$ cat src/rtl/riscv_pkg.sv
// Shared core definitions: datapath width, reset vector and instruction-word types.
package riscv_pkg;

  localparam int XLEN        = 32;
  localparam int INSTR_BYTES = 4;

  typedef logic [XLEN-1:0] addr_t;
  typedef logic [31:0]     instr_t;

  localparam addr_t RESET_PC = 32'h0000_0000;

endpackage

$ cat src/rtl/fetch_fifo.sv
// Synchronous fetch buffer with flush; exposes occupancy so the producer can
// decide when a push is allowed. Caller guarantees no push when full without pop.
module fetch_fifo #(
  parameter int WIDTH = 96,
  parameter int DEPTH = 2
) (
  input  logic                     clk,
  input  logic                     rst_n,
  input  logic                     flush,
  input  logic                     push,
  input  logic [WIDTH-1:0]         wdata,
  input  logic                     pop,
  output logic [WIDTH-1:0]         rdata,
  output logic [$clog2(DEPTH):0]   count
);

  localparam int AW = $clog2(DEPTH);
  localparam int CW = AW + 1;

  logic [AW-1:0]    wr_ptr;
  logic [AW-1:0]    rd_ptr;
  logic [WIDTH-1:0] mem [DEPTH];

  // Storage is reset too so the head reads as zero straight out of reset.
  always_ff @(posedge clk or negedge rst_n) begin
    if (!rst_n) begin
      wr_ptr <= '0;
      rd_ptr <= '0;
      count  <= '0;
      for (int i = 0; i < DEPTH; i++) begin
        mem[i] <= '0;
      end
    end else if (flush) begin
      wr_ptr <= '0;
      rd_ptr <= '0;
      count  <= '0;
    end else begin
      if (push) begin
        mem[wr_ptr] <= wdata;
        wr_ptr      <= wr_ptr + AW'(1);
      end
      if (pop) begin
        rd_ptr <= rd_ptr + AW'(1);
      end
      case ({push, pop})
        2'b10:   count <= count + CW'(1);
        2'b01:   count <= count - CW'(1);
        default: count <= count;
      endcase
    end
  end

  assign rdata = mem[rd_ptr];

endmodule

$ cat src/rtl/instr_fetch.sv
// Fetch stage: owns the PC, reads the combinational imem and buffers {pc, instr}
// for decode. Redirects flush the buffer and restart fetch at the aligned target.
module instr_fetch
  import riscv_pkg::*;
#(
  parameter int                  MP_WIDTH      = XLEN,
  parameter logic [MP_WIDTH-1:0] MP_RESET_PC   = RESET_PC,
  parameter int                  MP_FIFO_DEPTH = 2
) (
  input  logic                iclk,
  input  logic                irst_n,
  output logic [MP_WIDTH-1:0] oimem_addr,
  input  logic [MP_WIDTH-1:0] iimem_data,
  input  logic                iredirect,
  input  logic [MP_WIDTH-1:0] iredirect_pc,
  output logic                odec_valid,
  input  logic                idec_ready,
  output logic [MP_WIDTH-1:0] odec_instr,
  output logic [MP_WIDTH-1:0] odec_pc,
  output logic [MP_WIDTH-1:0] odec_pc_plus4,
  output logic                omisalign
);

  localparam int CW = $clog2(MP_FIFO_DEPTH) + 1;
  localparam int EW = 3 * MP_WIDTH;

  logic [MP_WIDTH-1:0] pc_q;
  logic [MP_WIDTH-1:0] pc_next_seq;
  logic [CW-1:0]       count;
  logic                misalign_q;
  logic                push;
  logic                pop;
  logic [EW-1:0]       wr_entry;
  logic [EW-1:0]       rd_entry;

  // Decode handshake: an entry transfers on any cycle where odec_valid and
  // idec_ready are both high; odec_valid never depends on idec_ready, and a
  // transfer coinciding with iredirect is void (decode must drop it).
  assign odec_valid  = (count != '0);
  assign pop         = odec_valid & idec_ready;
  assign push        = ~iredirect & ((count < CW'(MP_FIFO_DEPTH)) | pop);
  assign pc_next_seq = pc_q + MP_WIDTH'(INSTR_BYTES);

  // pc+4 travels with the entry so the head fields all clear together on reset.
  assign wr_entry = {pc_next_seq, pc_q, iimem_data};

  always_ff @(posedge iclk or negedge irst_n) begin
    if (!irst_n) begin
      pc_q       <= MP_RESET_PC;
      misalign_q <= 1'b0;
    end else begin
      misalign_q <= iredirect & (iredirect_pc[1:0] != 2'b00);
      if (iredirect) begin
        pc_q <= {iredirect_pc[MP_WIDTH-1:2], 2'b00};
      end else if (push) begin
        pc_q <= pc_next_seq;
      end
    end
  end

  fetch_fifo #(
    .WIDTH (EW),
    .DEPTH (MP_FIFO_DEPTH)
  ) u_fifo (
    .clk   (iclk),
    .rst_n (irst_n),
    .flush (iredirect),
    .push  (push),
    .wdata (wr_entry),
    .pop   (pop),
    .rdata (rd_entry),
    .count (count)
  );

  assign oimem_addr    = pc_q;
  assign omisalign     = misalign_q;
  assign odec_pc_plus4 = rd_entry[EW-1 -: MP_WIDTH];
  assign odec_pc       = rd_entry[2*MP_WIDTH-1 -: MP_WIDTH];
  assign odec_instr    = rd_entry[MP_WIDTH-1:0];

endmodule

$ cat config.mk
export PLATFORM = sky130hd
export DESIGN_NAME = instr_fetch
export DESIGN_NICKNAME = d
export VERILOG_FILES = /design/src/rtl/riscv_pkg.sv /design/src/rtl/fetch_fifo.sv /design/src/rtl/instr_fetch.sv
export SDC_FILE = /design/constraint.sdc
export NUM_CORES = 1
export LEC_CHECK = 0
export BUFFER_PORTS_ARGS = -buffer_cell sky130_fd_sc_hd__buf_2
export CAP_MARGIN = 0
export CORE_MARGIN = 3
export CORE_UTILIZATION = 30
export DETAILED_ROUTE_END_ITERATION = 10
export PLACE_DENSITY = 0.58
export RECOVER_POWER = 50
export SYNTH_ARGS = -nofsm -noshare
export SYNTH_HDL_FRONTEND = slang
export SYNTH_SLANG_ARGS = --single-unit
$ cat constraint.sdc
create_clock -name iclk -period 2.9 [get_ports iclk]
set_clock_uncertainty 0.1 [all_clocks]
set_input_delay 0.29 -clock iclk [delete_from_list [all_inputs] [get_ports iclk]]
set_output_delay 0.29 -clock iclk [all_outputs]
set_load 0.02 [all_outputs]
==> results.py, run 1 <==
metrics = {
    "global_route": {
        "antenna_found_initial": 1,
        "grt_pass1_wl_um": 44240,
        "grt_start_max_net_pins": 88,
        "grt_use_total_pct": 15.09,
        "grt_remaining_overflow": 0,
        "grt_pass1_vias": 7672,
    },
    "pwr": {
        "seq_power_share_pct": 41.8,
        "power.switching_mw": 3.106,
        "p_comb_share_pct": 25.3,
        "power_density_nw_per_um2": 753.7,
        "power_frac_clock_pct": 32.9,
        "p_leak_nw": 6.076,
        "switching_share_pct": 31.44,
        "p_int_mw": 6.774,
        "ir_drop_mv": 0.5415,
    },
    "floorplan": {
        "die_x_um": 190.8,
        "pin_count": 198,
        "core-area_um2": 33620,
        "dieArea_um2": 36420,
        "row_count": 67,
        "start_util_pct": 30.49,
        "die_y_um": 190.8,
    },
    "routing": {
        "drtPass1Iterations": 5,
        "vias_per_cell": 4.594,
        "routed-wl-met2_um": 12770,
        "routed-wl-met3_um": 1692,
        "vias": 7682,
        "wire_per_inst_um": 16.68,
        "routed_wl_um": 27900,
        "dr.max_layer_used": "met5",
        "drt_iter0_drc": 351,
        "postRouteAntennaNets": 0,
        "drt-met1-wl_um": 12920,
        "drc_errors": 0,
    },
    "synth": {
        "synth_common_cells": "nand2_1 (283), dfrtp_1 (219), mux2_2 (161), o21ai_0 (72), clkbuf_1 (48)",
        "yosys_warnings": 0,
        "synth_top_area_share_pct": 53.47,
        "async_reset_ff_share_pct": 100.0,
        "synth_ff_type": "dfrtp_1",
        "ys_seq_area_share_pct": 53.47,
        "synth.avg_cell_area_um2": 10.51,
        "yosys_register_bits": 219,
        "synth_area_um2": 10250,
        "synthTopCellsByArea": "dfrtp_1 (53%), mux2_2 (18%), nand2_1 (10%), o21ai_0 (3.5%), xor2_1 (3.0%)",
        "synth_most_common_cell": "nand2_1",
        "syn_inst": 975,
        "synth_edf_count": 0,
        "ys_types": 36,
        "synth_top_cell_by_area": "dfrtp_1",
    },
    "outcome": {
        "status": "complete, but fails checks",
        "violations": "max-capacitance violations, max-slew violations",
    },
    "setup_path": {
        "crit_arrival_ns": 2.83,
        "startpoint_type": "input pin",
        "r2r_slack_ns": 0.45,
        "worstPathMaxFanout": 44,
        "worst_ep_required_time_ns": 3.26,
        "crit_path_end_kind": "flip-flop",
        "path_class": "in2reg",
    },
    "placement": {
        "portBuffers": 191,
        "dp_cells": 1560,
        "place.gp.congestion": 0.7319,
        "hpwl_um": 18130,
    },
    "cts": {
        "insertion_delay_ns": 0.52,
        "root_buffer": "clkbuf_16",
        "postCtsSetupBuffers": 0,
        "cts_tree": "built",
        "ctsHoldBuffers": 65,
        "cts_buffers": 26,
        "cts.path.max_buffers": 3,
        "cts_resized": 0,
        "htree_levels": 1,
        "cts_sinks": 219,
        "clk_pin_slew_worst_paths_ns": 0.06,
    },
    "timing": {
        "rsz0062_at_grt": "false",
        "fmax_mhz": 404.9,
        "hold_violations": 0,
        "tightest_slew_ns": 1.847,
        "timing.hold.ws_ns": 0.03166,
        "min_period_ns": 2.470,
        "finalSetupViolations": 0,
        "slew_violations": 45,
        "setup_tns_ns": 0,
        "slew_headroom_pct": -23.12,
        "fin_crit_sh_pct": 85.17,
    },
    "hold_path": {
        "hp-class": "in2reg",
    },
    "final_layout": {
        "insertedDiodeCount": 0,
        "area_growth_syn_to_layout_pct": 27.91,
        "fin_cells": 1672,
        "nets": 1274,
        "fillers": 3298,
        "drive_gt1_share_pct": 31.45,
        "final_util_pct": 39.00,
    },
    "job": {
        "cap_violations": 1,
    },
}
## flip-flops by register name, indices dropped and copies added (netlist names)
signal	count
oimem_addr	30
u_fifo.count	2
u_fifo.rd_ptr	1
u_fifo.mem	184
u_fifo.wr_ptr	1
omisalign	1
## critical path, stage by stage
cell	delay [ns]
buf_2	0.37
clkbuf_1	1.37
o21a_1	0.24
dlygate4sd3_1	0.54
## power by group through the flow
stage / Sequential (mW) / Clock, mW / Combinational [mW]
final: 4.13 / 3.25 / 2.50
after detailed placement: 4.18 / 0 / 2.49
after floorplan: 4.07 / 0 / 1.72
after CTS: 4.12 / 3.36 / 2.57
after global placement: 4.14 / 0 / 2.46
after global routing: 4.22 / 3.48 / 2.75
## metal layers
metal / GRT usage [%] / up-vias
li1: - / 3701
met1: 21.36 / 3717
met2: 24.08 / 224
met3: 2.996 / 38
met4: 3.133 / 2
met5: 0 / -
## worst paths after layout
check | start | endpoint | cells after the start
worst max-delay path | iredirect | omisalign | 4
worst min-delay path | idec_ready | u_fifo.rd_ptr | 4
worst max register to register | oimem_addr[2] | oimem_addr[30] | 6
worst min register to register | u_fifo.mem[103] | u_fifo.mem[103] | 2
max in group asynchronous | irst_n | u_fifo.mem[187] | 3
min in group asynchronous | irst_n | u_fifo.mem[37] | 2
## area by class of cell
| type | instances | area (µm²) | share of cell area, % |
|---|---|---|---|
| Inverter | 4 | 15.01 | 0.1145 |
| Sequential cell | 219 | 5484 | 41.83 |
| Multi-Input combinational cell | 679 | 4418 | 33.70 |
| Tap cell | 448 | 560.5 | 4.276 |
| Clock buffer | 41 | 798.3 | 6.090 |
| Timing Repair Buffer | 275 | 1772 | 13.52 |
| Clock inverter | 6 | 61.31 | 0.4677 |
## metrics by stage
stage	power (mW)	setup slack (ns)	instance area, µm²
CTS	10.05	0.4679	13170
global placement	6.602	0.5828	11660
global route	10.44	0.1620	13110
floorplan	5.782	0.7944	10270
detailed placement	6.665	0.4819	11660
finish	9.880	0.4300	13110
## placed cells by master, fill, tap and decap left out, types with 3 or more instances in the layout
| master | instances |
|---|---|
| o21ai_1 | 9 |
| clkinv_2 | 3 |
| mux2_2 | 161 |
| o21ai_0 | 75 |
| and3_1 | 4 |
| nor3_1 | 5 |
| nor4_4 | 3 |
| conb_1 | 6 |
| clkbuf_16 | 27 |
| nand3_1 | 17 |
| inv_1 | 4 |
| nand2_1 | 282 |
| dfrtp_1 | 218 |
| xor2_1 | 35 |
| buf_2 | 158 |
| buf_4 | 7 |
| nor2_1 | 15 |
| nand4_1 | 20 |
| clkbuf_1 | 45 |
| clkbuf_8 | 7 |
| xnor2_1 | 24 |
| buf_12 | 6 |
| and4_1 | 3 |
| dlygate4sd3_1 | 65 |
## cell families (layout without fill, tap and decap cells)
family | after synthesis | after routing | synth area share, %
buffers and inverters | 82 | 326 | 3.772
adder cells (fa/ha/maj) | 1 | 1 | 0.1221
other | 1 | 6 | 0.03659
flip-flops | 219 | 219 | 53.47
multiplexers | 163 | 163 | 17.90
AO/OA/AOI/OAI | 87 | 87 | 4.273
XOR/XNOR | 59 | 59 | 5.042
AND/OR/NAND/NOR | 363 | 363 | 15.38
Note: power is estimated with default switching activity, not from simulation.
==> run 2, diff against run 1 <==
Settings changed: PLACE_DENSITY 0.58 to 0.55.
==> results.py, run 2 (same netlist as run 1, synthesis figures left out) <==
metrics = {
    "pwr": {
        "ir_drop_mv": 0.4652,
        "power_density_nw_per_um2": 748.1,
        "p_leak_nw": 6.064,
        "switching_share_pct": 31.27,
        "p_int_mw": 6.717,
        "power_frac_clock_pct": 32.2,
        "seq_power_share_pct": 42.2,
        "p_comb_share_pct": 25.5,
        "power.switching_mw": 3.056,
        "totalPowerFinal_mw": 9.773,
    },
    "setup_path": {
        "crit_path_end_kind": "output port",
        "r2r_slack_ns": 0.42,
        "crit_chain": "buf_4 > mux2_2 > buf_2",
        "worstPathMaxFanout": 22,
        "startpoint_type": "flip-flop",
        "critPathTopFamily": "flip-flops",
        "slowest_stage": "dfrtp_4",
        "reg2reg_to": "u_fifo.mem[185]",
        "path_class": "reg2out",
        "reg2reg_from": "oimem_addr[4]",
        "crit_arrival_ns": 2.11,
        "crit_buf_inv": 2,
        "worst_ep_required_time_ns": 2.51,
        "r2r_cells": 6,
        "critical_path.max_stage_delay_ns": 0.66,
    },
    "routing": {
        "vias_per_cell": 4.600,
        "drtPass1Iterations": 5,
        "routed_wl_um": 27990,
        "wire_per_inst_um": 16.76,
        "postRouteAntennaNets": 0,
        "vias": 7682,
        "drt_iter0_drc": 343,
        "drc_errors": 0,
    },
    "cts": {
        "postCtsSetupBuffers": 0,
        "root_buffer": "clkbuf_16",
        "cts_sinks": 219,
        "cts_buffers": 26,
        "ctsHoldBuffers": 65,
        "cts.path.max_buffers": 3,
        "insertion_delay_ns": 0.51,
        "cts_tree": "built",
        "cts_resized": 0,
        "clk_pin_slew_worst_paths_ns": 0.05,
        "htree_levels": 1,
    },
    "hold_path": {
        "hp-class": "in2reg",
        "whs_path_depth": 4,
        "min_to": "u_fifo.rd_ptr",
        "hold_start": "idec_ready",
    },
    "final_layout": {
        "insertedDiodeCount": 0,
        "nets": 1274,
        "final_cell_mix": "nand2_1 (282), dfrtp_1 (218), mux2_2 (161)",
        "regMostFlops": "u_fifo.mem",
        "multiInputGateArea_um2": 4413,
        "seq_area_um2": 5484,
        "fillers": 3334,
        "area_growth_syn_to_layout_pct": 27.46,
        "drive_gt1_share_pct": 31.42,
        "layout_commonest_cell": "nand2_1",
        "largest_register_ffs": 184,
        "final_util_pct": 38.86,
    },
    "timing": {
        "finalWorstSetupSlack_ns": 0.3975,
        "rsz0062_at_grt": "false",
        "slew_violations": 83,
        "finalSetupViolations": 0,
        "fmax_mhz": 399.6,
        "min_period_ns": 2.503,
        "setup_tns_ns": 0,
        "fin_crit_sh_pct": 86.29,
        "tightest_slew_ns": 1.995,
        "hold_violations": 0,
        "slew_headroom_pct": -33.01,
    },
    "placement": {
        "portBuffers": 191,
        "place.gp.congestion": 0.7359,
        "hpwl_um": 18030,
        "place_ws_ns": 0.4553,
    },
    "outcome": {
        "status": "complete, but fails checks",
        "violations": "max-capacitance violations, max-slew violations",
    },
    "floorplan": {
        "row_count": 67,
        "die_x_um": 190.8,
        "pin_count": 198,
        "die_y_um": 190.8,
        "start_util_pct": 30.49,
        "dieArea_um2": 36420,
        "core-area_um2": 33620,
    },
    "global_route": {
        "grt_pass1_vias": 7819,
        "antenna_found_initial": 0,
        "grt_pass1_wl_um": 44530,
        "grt_start_max_net_pins": 84,
        "grt_remaining_overflow": 0,
        "grt_use_total_pct": 15.30,
    },
    "job": {
        "cap_violations": 1,
    },
}
[run 2: cell types whose count changed in the layout (fill, tap and decap cells not counted), sizes merged]
| cell | previous run | this run |
|---|---|---|
| buf | 172 | 175 |
| clkbuf | 79 | 76 |
| clkinv | 4 | 2 |
[run 2: layer usage]
| metal | vias to the layer above | share of wire (%) | track usage [%] |
|---|---|---|---|
| li1 | 3710 | - | - |
| met1 | 3726 | 46 | 21.22 |
| met2 | 207 | 46 | 25.01 |
| met3 | 39 | 5.5 | 2.592 |
| met4 | 0 | 2.3 | 3.697 |
| met5 | - | 0 | 0 |
[run 2: worst min-delay path, stage by stage]
cell and delay (ns):
buf_2 0.13, nand2_1 0.07, xor2_1 0.06, nor2_1 0.07
[run 2: how the worst max path moves through the flow]
stage,from,cells past startpoint,endpoint
floorplan,oimem_addr[4],6,u_fifo.mem[85]
global placement,oimem_addr[20],5,u_fifo.mem[185]
detailed placement,oimem_addr[2],6,u_fifo.mem[190]
CTS,u_fifo.rd_ptr,3,odec_pc_plus4[26]
global route,oimem_addr[4],6,u_fifo.mem[191]
finish,u_fifo.rd_ptr,3,odec_pc_plus4[26]
[run 2: power groups by stage]
stage          Clock [mW]  Combinational (mW)  Sequential [mW]
3_5_place_dp            0                2.48             4.18
4_1_cts              3.26                2.56             4.13
5_1_grt              3.39                2.74             4.22
6_report             3.15                2.49             4.13
3_3_place_gp            0                2.45             4.15
2_1_floorplan           0                1.72             4.07
[run 2: cell type report]
class / instances / share of cell area (%)
Timing Repair Buffer: 275 / 13.51
Sequential cell: 219 / 41.98
Inverter: 4 / 0.1149
Clock buffer: 41 / 5.958
Tap cell: 448 / 4.291
Clock inverter: 4 / 0.3640
Multi-Input combinational cell: 679 / 33.78
[run 2: through the flow]
step	instances	area (µm²)	hold slack [ns]
floorplan	980	10270	-0.1056
global placement	1560	11650	0.2424
detailed placement	1560	11650	0.2416
CTS	1670	13130	0.01120
global route	1670	13060	0.04461
finish	1670	13060	0.04290
